==> src/rtl/counter_pkg.sv <==
// Shared constants and helpers for the up/down counter family.
package counter_pkg;

  localparam logic DIR_UP   = 1'b1;
  localparam logic DIR_DOWN = 1'b0;

  localparam int unsigned MODE_WRAP = 0;
  localparam int unsigned MODE_SAT  = 1;

  // Bits needed to hold 0..value-1, floored at 1 so a divide-by-1 still has a register.
  function automatic int unsigned clog2(input int unsigned value);
    int unsigned result;
    result = 0;
    for (int unsigned i = 0; i < 32; i++) begin
      if ((64'd1 << i) < 64'(value)) begin
        result = i + 1;
      end
    end
    return (result == 0) ? 1 : result;
  endfunction

endpackage

==> src/rtl/count_prescaler.sv <==
// Enable-gated prescaler: step fires combinationally on the last enabled cycle of each PRESCALE period.
module count_prescaler
  import counter_pkg::*;
#(
  parameter int unsigned PRESCALE = 1
) (
  input  logic clk,
  input  logic reset,
  input  logic clr,
  input  logic en,
  output logic step
);

  localparam int unsigned   PW   = clog2(PRESCALE);
  localparam logic [PW-1:0] LAST = PW'(PRESCALE - 1);

  logic [PW-1:0] cnt_q;
  logic [PW-1:0] cnt_d;

  assign step = en && (cnt_q == LAST);

  always_comb begin
    cnt_d = cnt_q;
    if (clr) begin
      cnt_d = '0;
    end else if (en) begin
      cnt_d = step ? '0 : cnt_q + PW'(1);
    end
  end

  always_ff @(posedge clk) begin
    if (reset) begin
      cnt_q <= '0;
    end else begin
      cnt_q <= cnt_d;
    end
  end

endmodule

==> src/rtl/mod_updown_counter.sv <==
// Parametrised up/down counter with prescaler, parallel load, wrap/saturate mode,
// terminal-count pulse and sticky boundary flag.
module mod_updown_counter
  import counter_pkg::*;
#(
  parameter int unsigned WIDTH     = 8,
  parameter int unsigned MAX_COUNT = 2**WIDTH - 1,
  parameter int unsigned PRESCALE  = 1,
  parameter int unsigned SATURATE  = 0
) (
  input  logic             clk,
  input  logic             reset,
  input  logic             clear,
  input  logic             load,
  input  logic [WIDTH-1:0] load_val,
  input  logic             en,
  input  logic             up_dn,
  output logic [WIDTH-1:0] count,
  output logic             tc,
  output logic             ovf
);

  localparam logic [WIDTH-1:0] MAX_V = WIDTH'(MAX_COUNT);

  logic [WIDTH-1:0] count_q, count_d;
  logic             tc_q, tc_d;
  logic             ovf_q, ovf_d;
  logic             step;

  // Load also restarts the prescaler so the first step lands PRESCALE edges later.
  count_prescaler #(
    .PRESCALE(PRESCALE)
  ) u_prescaler (
    .clk  (clk),
    .reset(reset),
    .clr  (clear | load),
    .en   (en),
    .step (step)
  );

  always_comb begin
    count_d = count_q;
    tc_d    = 1'b0;
    ovf_d   = ovf_q;
    if (clear) begin
      count_d = '0;
      ovf_d   = 1'b0;
    end else if (load) begin
      count_d = (load_val > MAX_V) ? MAX_V : load_val;
    end else if (step) begin
      if (up_dn == DIR_UP) begin
        if (count_q == MAX_V) begin
          tc_d    = 1'b1;
          ovf_d   = 1'b1;
          count_d = (SATURATE == MODE_SAT) ? MAX_V : '0;
        end else begin
          count_d = count_q + WIDTH'(1);
        end
      end else begin
        if (count_q == '0) begin
          tc_d    = 1'b1;
          ovf_d   = 1'b1;
          count_d = (SATURATE == MODE_SAT) ? '0 : MAX_V;
        end else begin
          count_d = count_q - WIDTH'(1);
        end
      end
    end
  end

  always_ff @(posedge clk) begin
    if (reset) begin
      count_q <= '0;
      tc_q    <= 1'b0;
      ovf_q   <= 1'b0;
    end else begin
      count_q <= count_d;
      tc_q    <= tc_d;
      ovf_q   <= ovf_d;
    end
  end

  assign count = count_q;
  assign tc    = tc_q;
  assign ovf   = ovf_q;

endmodule

==> config.mk <==
export PLATFORM = sky130hd
export DESIGN_NAME = mod_updown_counter
export DESIGN_NICKNAME = d
export VERILOG_FILES = /design/src/rtl/counter_pkg.sv /design/src/rtl/count_prescaler.sv /design/src/rtl/mod_updown_counter.sv
export SDC_FILE = /design/constraint.sdc
export NUM_CORES = 1
export LEC_CHECK = 0
export CORE_ASPECT_RATIO = 0.8
export CORE_MARGIN = 8
export CORE_UTILIZATION = 40
export CTS_CLUSTER_SIZE = 14
export DETAILED_ROUTE_END_ITERATION = 6
export HOLD_SLACK_MARGIN = 0.08
export PLACE_DENSITY = 0.8
export RECOVER_POWER = 50
export SYNTH_ARGS = -nofsm -noshare
export SYNTH_HDL_FRONTEND = slang
export SYNTH_SLANG_ARGS = --single-unit
==> constraint.sdc <==
create_clock -name clk -period 1.8 [get_ports clk]
set_input_delay 0.18 -clock clk [delete_from_list [all_inputs] [get_ports clk]]
set_output_delay 0.18 -clock clk [all_outputs]
set_load 0.02 [all_outputs]
; Yosys cells after proc, flatten, opt, wreduce, memory -nomap -nowiden
; Cells that the tools add are included.
[word_totals]
regBits = 11
inputBits = 14
word_cells = 35
output_inout_bits = 10
[op_classes]
magnitude_cmp = 1
n_eq_ne = 2
mux = 13
bitwise = 4
addsub = 3
n_reduce_logical = 8
[op_table]
columns = operator, n
row1 = $mux 8, 6
row2 = $add 8x1->8 const B, 1
row3 = $eq 8x8->1 const B, 1
row4 = $gt 8x8->1 const B, 1
row5 = $logic_not 8->1, 1
row6 = $sub 8x1->8 const B, 1
row7 = $mux 1, 7
row8 = $reduce_and 4->1, 1
row9 = $reduce_bool 2->1, 2
row10 = $reduce_or 2->1, 2
row11 = $reduce_or 4->1, 1
row12 = $not 1->1, 3
row13 = $ne 2x1->1 const B, 1
row14 = $add 1x1->1 const B, 1
row15 = $logic_and 1x1->1, 1
row16 = $or 1x1->1, 1

; Logic depth before layout (Yosys ltp)
[logic_depth]
depth_word = 5
mapped_depth = 7
ltp_nobuf = 6

; Modules after synthesis
; From an unflattened synthesis, not the netlist that was laid out.
[hier_totals]
cells_unflattened = 125
hier_area_um2 = 973.4
[by_module_without_submodules]
columns = module, area_each_um2, seq_area_each_um2, instances, cells_each
row1 = mod_updown_counter, 932.1, 200.2, 1, 122
row2 = count_prescaler, 41.3, 20.0, 1, 3

; Worst setup path after synthesis
; Ideal clock, no wire load.
[synth_path]
path_type = register -> register
start = register count_q[1], in the netlist count[1]
end = register count_q[4], in the netlist count[4]
setup_time_ns = 0.116
period_less_slack_ns = 1.820
required_ns = 1.684
setup_slack_ns = -0.020
stages_incl_launch_ff = 8
t_arrival_ns = 1.704
n_path_buf = 1
path_cell_list = dfxtp_1 -> clkbuf_2 -> inv_1 -> ha_1 -> or3b_2 -> a21oi_1 -> o311ai_0 -> and3_1
[synth_via]
elab_chain_cells = 5
elab_cells_between_ends = 9
classes_between = add/sub: 2 / eq/ne: 1 / mux: 5 / reduce/logical: 1
[synth_rtl]
columns = item, line_no
row1 = "start, declared", mod_updown_counter.sv:25  ; logic [WIDTH-1:0] count_q, count_d;
row2 = "start signal, assigned", mod_updown_counter.sv:77  ; count_q <= count_d;
row3 = $sub 8x1->8 (tied with other cells), mod_updown_counter.sv:65  ; count_d = count_q - WIDTH'(1);
row4 = $mux 8 (on tied branches), "mod_updown_counter.sv:60, mod_updown_counter.sv:52"
row5 = $mux 8 (*), mod_updown_counter.sv:51  ; if (up_dn == DIR_UP) begin
row6 = $mux 8 (*), mod_updown_counter.sv:50  ; end else if (step) begin
row7 = $mux 8 (*), mod_updown_counter.sv:48  ; end else if (load) begin
; Mark *: on every way between the ends. The rest lies on a longest branch, timed or not. The select of a mux whose other input is x is not followed.
; A chain may end at the register's enable or synchronous reset.

; Worst setup path in the final report
[layout_path]
start = register count_q[6], in the netlist count[6]
end = output count[6]
[layout_rtl]
columns = item, line_no
row1 = "end, declared", mod_updown_counter.sv:18  ; output logic [WIDTH-1:0] count,
; No word-level cell between the ends.

==> flow_metrics.py <==
metrics = {
    "outcome": {
        "status": "completed",
    },
    "placement": {
        "dpl.cell_count": 194,
        "place_congestion": 1.007,
        "hpwlAfterDp_mm": 2.430,
        "numPortBuffers": 23,
    },
    "sta": {
        "timing.fmax_mhz": 576.0,
        "slew_violations": 0,
        "period_share_pct": 96.45,
        "min_period_ps": 1736,
        "worst_pin_slew_ps": 553.0,
        "finalClockSkew_ps": 1.459,
        "grt_setup_unrepaired": "false",
        "hold_viol_final": 0,
        "setup_viol": 0,
        "max-slew-margin-rel_pct": 62.80,
    },
    "clocking": {
        "cts_tree": "built",
        "numCtsBuffers": 3,
        "clk_latency_ps": 280,
        "cts.sinks": 11,
        "cts.clk_slew.worst_paths_ps": 70,
        "cts_hold_buffers": 0,
        "h-tree-depth": 1,
        "root_buffer": "clkbuf_4",
        "clockBufferDepth": 2,
    },
    "worst_setup_path": {
        "rrSetupSlack_ps": 80,
        "cp-start-kind": "flop",
        "cp_slowest_cell": "dlygate4sd3_1",
        "crit_required_ps": 1620,
        "end_kind": "primary output",
        "worst-setup-path-type": "flop to primary output",
        "cp_max_fo": 7,
        "crit_chain": "buf_4, dlygate4sd3_1",
        "reg2reg_depth": 6,
        "r2r-start": "count[0]",
        "crit_arrival_ps": 1560,
        "r2r-end": "count[4]",
        "max_stage_delay_ps": 670,
    },
    "yosys": {
        "async_flop_share_pct": 0,
        "synthCells": 129,
        "yosysWarnings": 0,
        "synth_top_area_share_pct": 21.84,
        "ys_ff_latch": 11,
        "synth_ff_type": "dfxtp_1",
        "syn_area_um2": 1008,
        "synth-edff-count": 0,
        "synth_top_cell_by_area": "dfxtp_1",
        "synth_area_per_cell_um2": 7.818,
        "synth.most_common_cell": "nand2_1",
        "synth_fp_nets": 146,
        "synth-seq-area-share_pct": 21.84,
        "synth_common_cells": "nand2_1, dfxtp_1, nor2_1",
        "synth_cell_type_count": 52,
        "ys_top_cells_by_area": "dfxtp_1, buf_6, nand2_1",
    },
    "floorplanning": {
        "boundaryPins": 24,
        "rows": 16,
        "die_x_um": 72.14,
        "die_h_um": 60.91,
        "die_area_um2": 4394,
        "start_util_pct": 41.63,
        "coreArea_um2": 2422,
    },
    "routing": {
        "antenna_left": 0,
        "vias_per_cell": 5.934,
        "dr_total_vias": 1175,
        "wirelength_mm": 3.116,
        "wl_per_cell_um": 15.74,
        "first_iter_violations": 135,
        "first_pass_iters": 4,
        "drc_errors": 0,
    },
    "cells_and_area": {
        "fin_util_pct": 56.35,
        "drive_above_1_share_pct": 22.84,
        "fin_nets": 180,
        "n_fill_cell": 226,
        "instances_no_fill": 198,
        "antenna_cells": 0,
        "syn2layout_area_growth_pct": 35.36,
    },
    "grt": {
        "antenna_found_initial": 0,
        "grtUsageTotal_pct": 15.11,
        "grt_max_degree": 13,
        "grt_pass1_vias": 1156,
        "grt.overflow.total": 0,
        "grt_pass1_wl_mm": 5.250,
    },
    "hold_path": {
        "hold_path_end": "ovf",
        "holdCritPathClass": "flop to flop",
        "min_from": "ovf",
        "hold_depth": 1,
    },
    "power_and_ir_drop": {
        "ir_worst_vdd_mv": 0.3121,
        "power.density_nw_per_um2": 509.4,
        "power_w": 0.0006954,
        "p_leak_nw": 0.5256,
    },
    "flow_run": {
        "max_cap_violations": 0,
    },
}
[critical path, delay by kind of cell (launching register included)]
kind / cells / cell delay, ps
buffers and inverters: 2 / 850
flip-flops: 1 / 430
[layout make-up]
cell class / count / area (µm²) / share of cell area (%)
inverter: 6 / 22.52 / 1.650
clock buffer: 4 / 26.28 / 1.925
timing repair buffer: 41 / 365.4 / 26.76
multi-input combinational: 100 / 680.7 / 49.86
tap: 36 / 45.04 / 3.300
sequential: 11 / 225.2 / 16.50
[flip-flops by register name, summed over array words and instances, names as in the netlist]
name,cells
tc,1
ovf,1
count,8
u_prescaler.cnt_q,1
[cell families after synthesis]
kind of cell             count (synthesis)  synth area share [%]
flip-flops                              11                 21.84
buffers and inverters                   18                 12.78
adder cells (fa/ha/maj)                  3                 3.722
AO/OA/AOI/OAI                           36                 26.05
AND/OR/NAND/NOR                         58                 33.00
XOR/XNOR                                 3                 2.606
[layout by cell type, fill, tap and decap left out, types with 3 or more instances in the layout]
cell             Yosys  layout
nor3_1               7       7
buf_4                3      18
nand2_1             13      13
dfxtp_1             11       7
a21oi_1              7       7
nor2_1               8       8
clkdlybuf4s50_1      0      15
nor4_1               5       5
clkbuf_4             0       3
a31oi_1              3       3
inv_1                6       6
nand3_1              4       4
dfxtp_2              0       4
o21ai_0              6       5
dlygate4sd3_1        0       8
[through the flow]
step / instance area [µm²] / hold WS (ps) / setup WS (ps) / TNS (ps)
6_report: 1365 / 481.5 / 63.95 / 0
5_1_grt: 1365 / 489.4 / 7.690 / 0
4_1_cts: 1341 / 475.3 / 11.55 / 0
3_5_place_dp: 1315 / 470.6 / -119.0 / -172.6
3_3_place_gp: 1315 / 457.0 / -64.05 / -130.1
2_1_floorplan: 1011 / 256.7 / 1.224 / 0
[report_power, final]
part	leakage, nW	switching [W]	internal (W)
sequential	0.0913	0.0000255	0.000254
clock	0.0150	0.0000838	0.0000861
combinational	0.419	0.000119	0.000126
[how the worst max path moves through the flow]
stage	start	to	slack, ps
2_1_floorplan	count[1]	count[4]	1
3_3_place_gp	en	count[3]	-60
3_5_place_dp	en	count[5]	-120
4_1_cts	count[0]	count[0]	10
5_1_grt	count[0]	count[0]	8
6_report	count[6]	count[6]	60
[repair_timing]
| action | 4_1_cts | 5_1_grt |
|---|---|---|
| gates resized for setup | 0 | 8 |
| buffers inserted | 0 | 0 |
| setup endpoints to repair | 0 | 8 |
[layer usage]
metal  up-vias  wire length [µm]  global-route usage, %
met5         -                 0                      0
met4         0                46                  8.406
met3         5               311                  3.795
met2        71              1449                  24.13
met1       549              1309                  18.27
li1        550                 -                      -
No activity file was read; power rests on OpenSTA's default activity.
